<file path="config.mk">
export PLATFORM = sky130hd
export DESIGN_NAME = instr_fetch
export DESIGN_NICKNAME = d
export VERILOG_FILES = /design/src/rtl/instr_fetch.sv
export SDC_FILE = /design/constraint.sdc
export NUM_CORES = 1
export LEC_CHECK = 0
export ABC_CLOCK_PERIOD_IN_PS = 2370
export CAP_MARGIN = 20
export CORE_MARGIN = 2
export CORE_UTILIZATION = 44
export DETAILED_ROUTE_END_ITERATION = 10
export HOLD_SLACK_MARGIN = 0.06
export PLACE_DENSITY = 0.81
export SETUP_SLACK_MARGIN = 0.5
export SLEW_MARGIN = 20
export SYNTH_ARGS = -nofsm -noshare
export SYNTH_HDL_FRONTEND = slang
export SYNTH_SLANG_ARGS = --single-unit
</file>
<file path="constraint.sdc">
create_clock -name clk -period 2.37 [get_ports clk]
set_clock_uncertainty 0.2 [all_clocks]
set_input_delay 0.711 -clock clk [delete_from_list [all_inputs] [get_ports clk]]
set_output_delay 0.711 -clock clk [all_outputs]
set_load 0.005 [all_outputs]
</file>
<file path="src/rtl/instr_fetch.sv">
// rtl/instr_fetch.sv - fetch stage: owns the PC, fetches over req/rdy, holds instr for decode until acked
module instr_fetch #(
    parameter logic [15:0] RESET_PC = 16'h0000,
    parameter int          CNT_W    = 16
) (
    input  logic             clk,
    input  logic             rst_n,
    output logic             imem_req,
    output logic [15:0]      imem_addr,
    input  logic             imem_rdy,
    input  logic [15:0]      imem_rdata,
    output logic [15:0]      instr,
    output logic [15:0]      pc,
    output logic             instr_valid,
    input  logic             instr_ack,
    input  logic [15:0]      alt_pc,
    input  logic             alt_pc_ctrl,
    input  logic             hlt,
    output logic             halted,
    output logic [CNT_W-1:0] retired
);

    typedef enum logic [1:0] {
        FETCH  = 2'd0,
        VALID  = 2'd1,
        HALTED = 2'd2
    } state_t;

    state_t           state, state_nxt;
    logic [15:0]      pc_q, pc_nxt;
    logic [15:0]      instr_q, instr_nxt;
    logic [CNT_W-1:0] ret_q, ret_nxt;

    always_ff @(posedge clk or negedge rst_n) begin
        if (!rst_n) begin
            state   <= FETCH;
            pc_q    <= RESET_PC;
            instr_q <= 16'h0000;
            ret_q   <= '0;
        end else begin
            state   <= state_nxt;
            pc_q    <= pc_nxt;
            instr_q <= instr_nxt;
            ret_q   <= ret_nxt;
        end
    end

    always_comb begin
        state_nxt = state;
        pc_nxt    = pc_q;
        instr_nxt = instr_q;
        ret_nxt   = ret_q;
        case (state)
            FETCH: begin
                if (imem_rdy) begin
                    instr_nxt = imem_rdata;
                    state_nxt = VALID;
                end
            end
            VALID: begin
                if (instr_ack) begin
                    ret_nxt = ret_q + {{(CNT_W-1){1'b0}}, 1'b1};
                    if (hlt) begin
                        state_nxt = HALTED;
                    end else begin
                        pc_nxt    = alt_pc_ctrl ? alt_pc : pc_q + 16'd1;
                        state_nxt = FETCH;
                    end
                end
            end
            HALTED: state_nxt = HALTED;
            default: state_nxt = FETCH;
        endcase
    end

    // Gating with rst_n drops an outstanding request the moment reset asserts.
    assign imem_req    = (state == FETCH) && rst_n;
    assign imem_addr   = pc_q;
    assign pc          = pc_q;
    assign instr       = instr_q;
    assign instr_valid = (state == VALID);
    assign halted      = (state == HALTED);
    assign retired     = ret_q;

endmodule

</file>
==> results of run 1 <==
[path summary, 6_finish.rpt]
kind                                       to  slack, ns  cells past startpoint
worst max register to register  imem_addr[10]       0.52                      7
worst max-delay path                 imem_req       0.30                      3
max in group asynchronous       imem_addr[12]       1.15                      2
worst min-delay path                 instr[9]       0.32                      1
worst min register to register       instr[9]       0.32                      1
min in group asynchronous         retired[12]       0.35                      2
[state kept, by name (all words and copies together) (netlist names)]
register / flops
retired: 16
instr: 16
imem_addr: 16
state: 2
[critical path: cells and delay by family, from the launching register on]
kind | cells | cell delay (ns)
flops | 1 | 0.43
buf+inv | 2 | 0.27
simple gates | 1 | 0.16
[cell type report]
cell class | count | area (um2)
multi-input cells | 162 | 1320
fillers | 404 | 1350
repair buffers | 187 | 1700
clock buffers | 6 | 82.6
flip-flops and latches | 50 | 1260
well taps | 75 | 93.8
inverters | 7 | 26.3
clock inverters | 2 | 12.5
[per-stage QoR]
| step | cells | setup TNS, ns |
|---|---|---|
| CTS | 478 | 0 |
| global placement | 412 | -0.147 |
| global route | 489 | 0 |
| detailed placement | 412 | -0.382 |
| floorplan | 246 | 0 |
| finish | 489 | 0 |
[per-layer routing]
metal / track usage (%) / vias to the layer above / wire, um
met5: 0 / - / 0
met4: 6.27 / 0 / 146
met3: 4.22 / 16 / 427
met2: 42.0 / 97 / 4010
met1: 27.9 / 1249 / 3100
li1: - / 1206 / -
[cell usage in the layout, fill, tap and decap left out, types with 2 or more instances in the layout]
cell,netlist,final
sky130_fd_sc_hd__a21oi_1,10,10
sky130_fd_sc_hd__buf_2,0,6
sky130_fd_sc_hd__a311oi_2,1,2
sky130_fd_sc_hd__clkdlybuf4s50_1,0,32
sky130_fd_sc_hd__mux2_2,16,8
sky130_fd_sc_hd__nand4_1,4,4
sky130_fd_sc_hd__xor2_1,4,4
sky130_fd_sc_hd__clkdlybuf4s15_1,0,35
sky130_fd_sc_hd__dfrtp_1,50,39
sky130_fd_sc_hd__o21ai_0,12,12
sky130_fd_sc_hd__clkbuf_8,3,6
sky130_fd_sc_hd__and3_1,4,4
sky130_fd_sc_hd__a211oi_2,1,3
sky130_fd_sc_hd__nand2_1,16,16
sky130_fd_sc_hd__nor4_4,1,4
sky130_fd_sc_hd__nor2_1,13,12
sky130_fd_sc_hd__a211o_2,3,3
sky130_fd_sc_hd__a21o_1,2,2
sky130_fd_sc_hd__clkbuf_2,0,15
sky130_fd_sc_hd__dlygate4sd2_1,0,3
sky130_fd_sc_hd__xnor2_1,11,11
sky130_fd_sc_hd__buf_12,0,2
sky130_fd_sc_hd__mux2i_1,2,2
sky130_fd_sc_hd__a31oi_1,4,4
sky130_fd_sc_hd__buf_4,18,58
sky130_fd_sc_hd__nand3_1,14,12
sky130_fd_sc_hd__dfrtp_2,0,11
sky130_fd_sc_hd__nor3_1,9,8
sky130_fd_sc_hd__mux2_4,0,8
sky130_fd_sc_hd__nor2b_2,0,2
sky130_fd_sc_hd__inv_1,7,7
sky130_fd_sc_hd__and2_1,2,2
sky130_fd_sc_hd__buf_6,1,35
[power groups by stage]
stage | Sequential [mW] | Combinational [mW] | Clock, mW
finish | 1.35 | 2.44 | 0.530
global route | 1.38 | 2.63 | 0.576
CTS | 1.33 | 2.23 | 0.537
detailed placement | 1.49 | 1.60 | 0
global placement | 1.47 | 1.57 | 0
floorplan | 1.44 | 0.729 | 0
[cell families after synthesis]
| logic type | after synthesis |
|---|---|
| AOI/OAI and AO/OA | 46 |
| xor gates and xnor gates | 15 |
| adders and majority gates | 2 |
| buffers and inverters | 34 |
| DFF | 50 |
| muxes | 18 |
| and+or+nand+nor | 81 |
[what timing repair did]
| item | 4_1_cts | 5_1_grt |
|---|---|---|
| gates cloned | 2 | 0 |
| endpoints found under the setup margin | 107 | 69 |
| resized for setup | 211 | 59 |
| buffers inserted | 56 | 11 |
| hold buffers | 0 | 0 |
| pin swaps | 6 | 6 |
==> results list, run 1 <==
- Startpoint of the lowest-slack register-to-register path: imem_addr[1]
- Dividing the detail-routed wire length by the instance count gives 15.7 um.
- Maximum root-to-sink buffer count: 2
- The largest total area in the synthesized netlist belongs to sky130_fd_sc_hd__dfrtp_1.
* Max Clk Rate: 484 MHz
- Clk Latency, worst-skew pair: 0.31 ns
- The floorplan has 28 rows.
* Clock slew at reported path FFs: 0.09 ns
- Hpwl dp: 4.49 mm
- A synthesized cell averages 10.7 um2.
- In this run the remaining antenna-violating nets after routing total 0.
- Of all flip-flops after synthesis, the portion carrying an async set or reset was 100%.
- The die covers 6620 um2.
- Crit path kind: reg -> out
- Yosys instantiated no cell more often than sky130_fd_sc_hd__dfrtp_1.
- The pre-antenna-repair detailed-routing pass consisted of 4 iterations.
- Area share of fa/ha/maj cells after synthesis: 0.950%
* Worst hold slack: 0.316 ns
- Timing analysis after detailed placement gives a worst setup slack of -0.0836 ns.
- Of the cells placed in the final design, the portion with a size suffix greater than 1 is 43.7%.
* Remaining design rule violation count: 0
* Clock H-tree levels: 2
* Static leakage: 2.12 nW
- The tightest min-delay check is of the reg -> reg type.
* Launching instance or port of the critical path: state[1]
- Entering global routing, the biggest net connects 51 pins.
- Origin of the worst min-delay path: instr[9]
- Pint: 2.89 mW
- The signal on the critical path passes through buf_6 > nor3b_2 > buf_2.
* Max-cap violation count: 0
* Number of nets in the synthesized netlist: 286
* Core outline area: 5850 um2
- Port buffering added 104 buffers.
- On the worst path, the slowest cell contributes a delay of 0.43 ns.
* Crit end category: primary output
* Fin worst setup slack: 0.303 ns
- CTS tree: done
- For the worst setup path, the data arrival time is 1.16 ns.
- After Yosys synthesis, and, or, nand and nor cells account for 18.2% of the synthesized area.
* Cell area after technology mapping: 2640 um2
- Peak supply drop: 561 uV
- In this run the vertical extent of the chip is 81.4 um.
* Worst rel slew slack: 56.7%
* Width of the chip: 81.4 um
- Seq pwr share: 31.2%
- Number of endpoints with negative hold slack in the final report: 0
* Number of buffers inserted during clock tree synthesis: 5
- Summing the areas of all compound-gate instances in the mapped netlist gives 12.0% of the synthesized area.
- Power share of the clock group: 12.3%
- In this run the clock root is driven by a sky130_fd_sc_hd__clkbuf_8.
- 0 antenna diodes ended up in the layout.
- Overflow left after global routing: 0
* Initial antenna violation count: 0
* Weighted congestion reported at the end of routability-driven placement: 0.792
- Summing all placed instances gives a cell area of 3690 um2.
- Area of all placed cells without fillers: 4500 um2
- The first global-routing pass estimated 11.8 mm of wire.
- Once layout is complete, the utilization of the core stands at 76.9%.
- Overall power after layout: 4.32 mW
* Main area contributors after synthesis: sky130_fd_sc_hd__dfrtp_1, sky130_fd_sc_hd__mux2_2, sky130_fd_sc_hd__buf_4
* Synth-to-Final Area Change: 70.7%
- The via count of the first global-routing pass is 2,505.
- Wires add up to 7.68 mm.
* Post-Synth XOR/XNOR Area: 4.99%
- Net switching is 33.1% of the power.
- 105 I/O pins were placed.
- The netlist uses 50 different library cells.
- The share of the Yosys chip area taken by registers is 47.5%.
* Total of warnings raised by yosys: 0
- Count of pins over their slew limit: 0
- Avg Vias per Cell: 5.25
* Slew at the pin closest to its max-slew limit: 0.650 ns
- Synthesis inferred 50 register bits.
* Slowest stage cell on the critical path: sky130_fd_sc_hd__dfrtp_2
- Across every metal layer, demand over resource in global routing totals 23.1%.
* Dominant combinational cell family by area after synthesis: simple AND/OR/NAND/NOR gates
* Area share of the largest cell type after synthesis: 47.5%
* First DRT Iteration DRCs: 80
- Number of cells produced by synthesis: 246
- Dominant synthesized flop cell: sky130_fd_sc_hd__dfrtp_1
- Once the floorplan was initialized, standard cells occupied 45.0% of the core.
* Number of clock sinks: 50
* Number of enable flip-flop cells after synthesis: 0
- The run finished with clean final reports.
* Total Nets Final: 453
- For the finished layout, the period the worst path requires is 2.07 ns.
- In this run the power density over the cells is 960 nW/um2.
- In this run the power spent charging and discharging nets is 1.43 mW.
- Unrepaired setup endpoints after global routing: yes
- Fraction of synthesized area in multiplexers: 7.60%
- At the worst endpoint, the required time is 1.46 ns.
* Worst setup SP type: register
- Gate power share: 56.5%
- Setup violations remaining at the end of the flow were counted as 0.
* Vias after detailed routing: 2,568
* Crit path max fanout: 3
- By count the netlist is led by sky130_fd_sc_hd__dfrtp_1, sky130_fd_sc_hd__buf_4, sky130_fd_sc_hd__mux2_2, sky130_fd_sc_hd__nand2_1, sky130_fd_sc_hd__nand3_1.
- Ratio of final minimum period to clock period: 87.2%
Power figures use the tool's default switching activity.
==> run 2, diff against run 1 <==
RECOVER_POWER = 25   (was unset)
==> run 2 against run 1 <==
- utilization down 0.064 points
- worst setup slack gained 0.0011 ns
- sequential cell count did not move
- via count increased by 0.19%
- largest power group unchanged
- design area hardly changed
- sequential share of layout area about the same
- combinational power about the same
- clock power is essentially flat
- critical endpoint unchanged
==> results list, run 2 (same netlist as run 1, synthesis figures left out) <==
- Outcome: finished clean
* Number of standard cells in the final layout excluding fillers: 489
- At the later pin of the worst-skew pair, clock insertion delay measures 0.31 ns.
- In this run the deepest clock path goes through 2 buffers.
* Filler Cell Count: 406
* Static leakage: 2.11 nW
* Seq pwr share: 31.3%
* Number of global-route vias before repair: 2,505
- Remaining design rule violation count: 0
- STA classifies the critical path endpoint as a primary output.
- Unrepaired setup endpoints after global routing: yes
- Post-layout minimum cycle time: 2.07 ns
* Initial cell density of the core: 45.0%
- Setup slack closes at 0.304 ns.
- Slowest stage cell on the critical path: sky130_fd_sc_hd__nor3b_2
- Summed over all nets, the half-perimeter wirelength after detailed placement is 4.49 mm.
* Share of layout cells above drive strength 1: 43.5%
- The core region is 5850 um2.
* CTS tree: done
- For this design, the sink count on the clock tree is 50.
- The kind of cell with the highest combined delay along the critical path is buffers and inverters.
- The number of antenna violations at the first check in global routing was 0.
- After global routing the overflow that remains totals 0.
* Switching share of power: 33.1%
* Clk Tree Root Cell: sky130_fd_sc_hd__clkbuf_8
* Max-cap violation count: 0
* Worst setup SP type: input pin
* Count of pins over their slew limit: 0
- Width of the chip: 81.4 um
- At the worst endpoint, the arrival time is 1.15 ns.
- After clock tree synthesis, the clock-pin slew on the worst setup and hold paths is 0.09 ns.
* Peak supply drop: 561 uV
* Post-CTS Hold Fix Bufs: 0
- Classification of the worst-slack hold path: reg -> reg
* Routed Antenna Nets: 0
- Chip Height: 81.4 um
* Power share of the clock group: 12.3%
- Gate power share: 56.5%
- At the placement stage, the worst setup path has a slack of -0.0836 ns.
- Avg Vias per Cell: 5.26
- The die covers 6620 um2.
* P per Cell Area: 960 nW/um2
- Largest net degree at the start of global routing: 51
- The worst pin sits at a relative slew slack of 15.0%.
- Adding up every negative setup slack in the final design gives 0 ns.
- The first global-routing pass estimated 11.8 mm of wire.
- In this run, the number of DRC markers left after iteration 0 of detailed routing was 82.
- Most common cell after layout, fill and taps aside: sky130_fd_sc_hd__buf_4
* Max Clk Rate: 484 MHz
- Synth-to-Final Area Change: 70.5%
- Crit path max fanout: 2
* Vias after detailed routing: 2,573
- Mean routed wirelength per cell: 15.7 um
- The signal on the critical path passes through clkbuf_1 > nor3b_2 > buf_2.
- Number of buffers inserted during clock tree synthesis: 5
* Required time at the endpoint of the critical path: 1.46 ns
- Input and output buffers added on the ports amount to 104.
- At the end of routability-driven placement, the weighted congestion stood at 0.792.
- The H-tree was split into 2 levels.
- In this run the core area contains 28 standard-cell rows.
* Total Nets Final: 453
- The top cell types in the final layout, fill and taps aside, are sky130_fd_sc_hd__buf_4, sky130_fd_sc_hd__dfrtp_1, sky130_fd_sc_hd__buf_6, sky130_fd_sc_hd__clkdlybuf4s15_1, sky130_fd_sc_hd__clkdlybuf4s50_1.
- The number of antenna diodes in the final layout is 0.
- Counting tap cells, the placed design contains a total of 412 instances.
- Wires add up to 7.67 mm.
- During I/O placement, the number of pins put on the boundary was 105.
* Count of final setup violators: 0
* Net switching power figure: 1.43 mW
* Crit path buffers/inverters: 2
* Ratio of final minimum period to clock period: 87.2%
- Detailed-routing iteration count for the pre-antenna-repair pass: 4
* Number of endpoints with negative hold slack in the final report: 0
* Pint: 2.89 mW
- On the worst path, the slowest cell contributes a delay of 0.17 ns.
- Slew at the pin closest to its max-slew limit: 1.28 ns
- For this run, the total global-route usage over all layers was measured as 23.1%.
- Crit path kind: in -> out
[run 2: cell types whose count changed in the layout (fill, tap and decap cells not counted)]
cell                       before  now
sky130_fd_sc_hd__buf_4         58   57
sky130_fd_sc_hd__clkbuf_1       0    1
sky130_fd_sc_hd__clkbuf_2      15   16
sky130_fd_sc_hd__buf_2          6    5
[run 2: power by group through the flow]
stage | Clock, mW | Combinational [mW] | Sequential [mW]
CTS | 0.537 | 2.23 | 1.33
global placement | 0 | 1.57 | 1.47
detailed placement | 0 | 1.60 | 1.49
finish | 0.529 | 2.44 | 1.35
floorplan | 0 | 0.729 | 1.44
global route | 0.576 | 2.63 | 1.38
[run 2: path summary, 6_finish.rpt]
path                                    from            end  slack [ns]  cells after the start
worst max register to register  imem_addr[1]  imem_addr[10]        0.52                      7
max in group asynchronous              rst_n  imem_addr[12]        0.47                      2
worst max-delay path                   rst_n       imem_req        0.30                      3
worst min register to register      instr[9]       instr[9]        0.32                      1
min in group asynchronous              rst_n    retired[12]        0.64                      2
worst min-delay path                instr[9]       instr[9]        0.32                      1
[run 2: layout make-up]
cell class                 instances  area, um2  area share (%)
sequential                        50       1260            28.2
inverter                           7       26.3           0.585
multi-input combinational        162       1320            29.3
tap                               75       93.8            2.09
clock inverter                     2       12.5           0.278
timing repair buffer             187       1700            37.7
clock buffer                       6       82.6            1.84
[run 2: worst register-to-register path, cell delays in order (launching register included)]
cell	delay, ns
sky130_fd_sc_hd__dfrtp_1	0.40
sky130_fd_sc_hd__buf_6	0.13
sky130_fd_sc_hd__buf_4	0.13
sky130_fd_sc_hd__ha_4	0.14
sky130_fd_sc_hd__nand4_1	0.11
sky130_fd_sc_hd__buf_6	0.17
sky130_fd_sc_hd__o41ai_4	0.34
sky130_fd_sc_hd__a211oi_2	0.11
[run 2: what timing repair did]
action / CTS / global route
pin swaps: 6 / 6
setup endpoints to repair: 107 / 69
setup buffers: 56 / 11
gates cloned: 2 / 0
gates resized for setup: 211 / 59
[run 2: per-layer routing]
metal / up-vias / part of all wire (%) / GRT usage, %
met4: 0 / 1.9 / 6.27
met2: 103 / 53 / 42.0
met3: 16 / 5.7 / 4.22
li1: 1207 / - / -
met1: 1247 / 40 / 27.9
met5: - / 0 / 0
[run 2: metrics by stage]
step / area (um2) / total power, mW / hold WS, ns / util [%]
after CTS: 4320 / 4.10 / 0.315 / 73.8
after detailed placement: 3690 / 3.09 / 0.292 / 63.0
after global placement: 3690 / 3.04 / 0.260 / 63.0
after global routing: 4490 / 4.58 / 0.332 / 76.8
final: 4490 / 4.31 / 0.316 / 76.8
after floorplan: 2640 / 2.17 / 0.215 / -
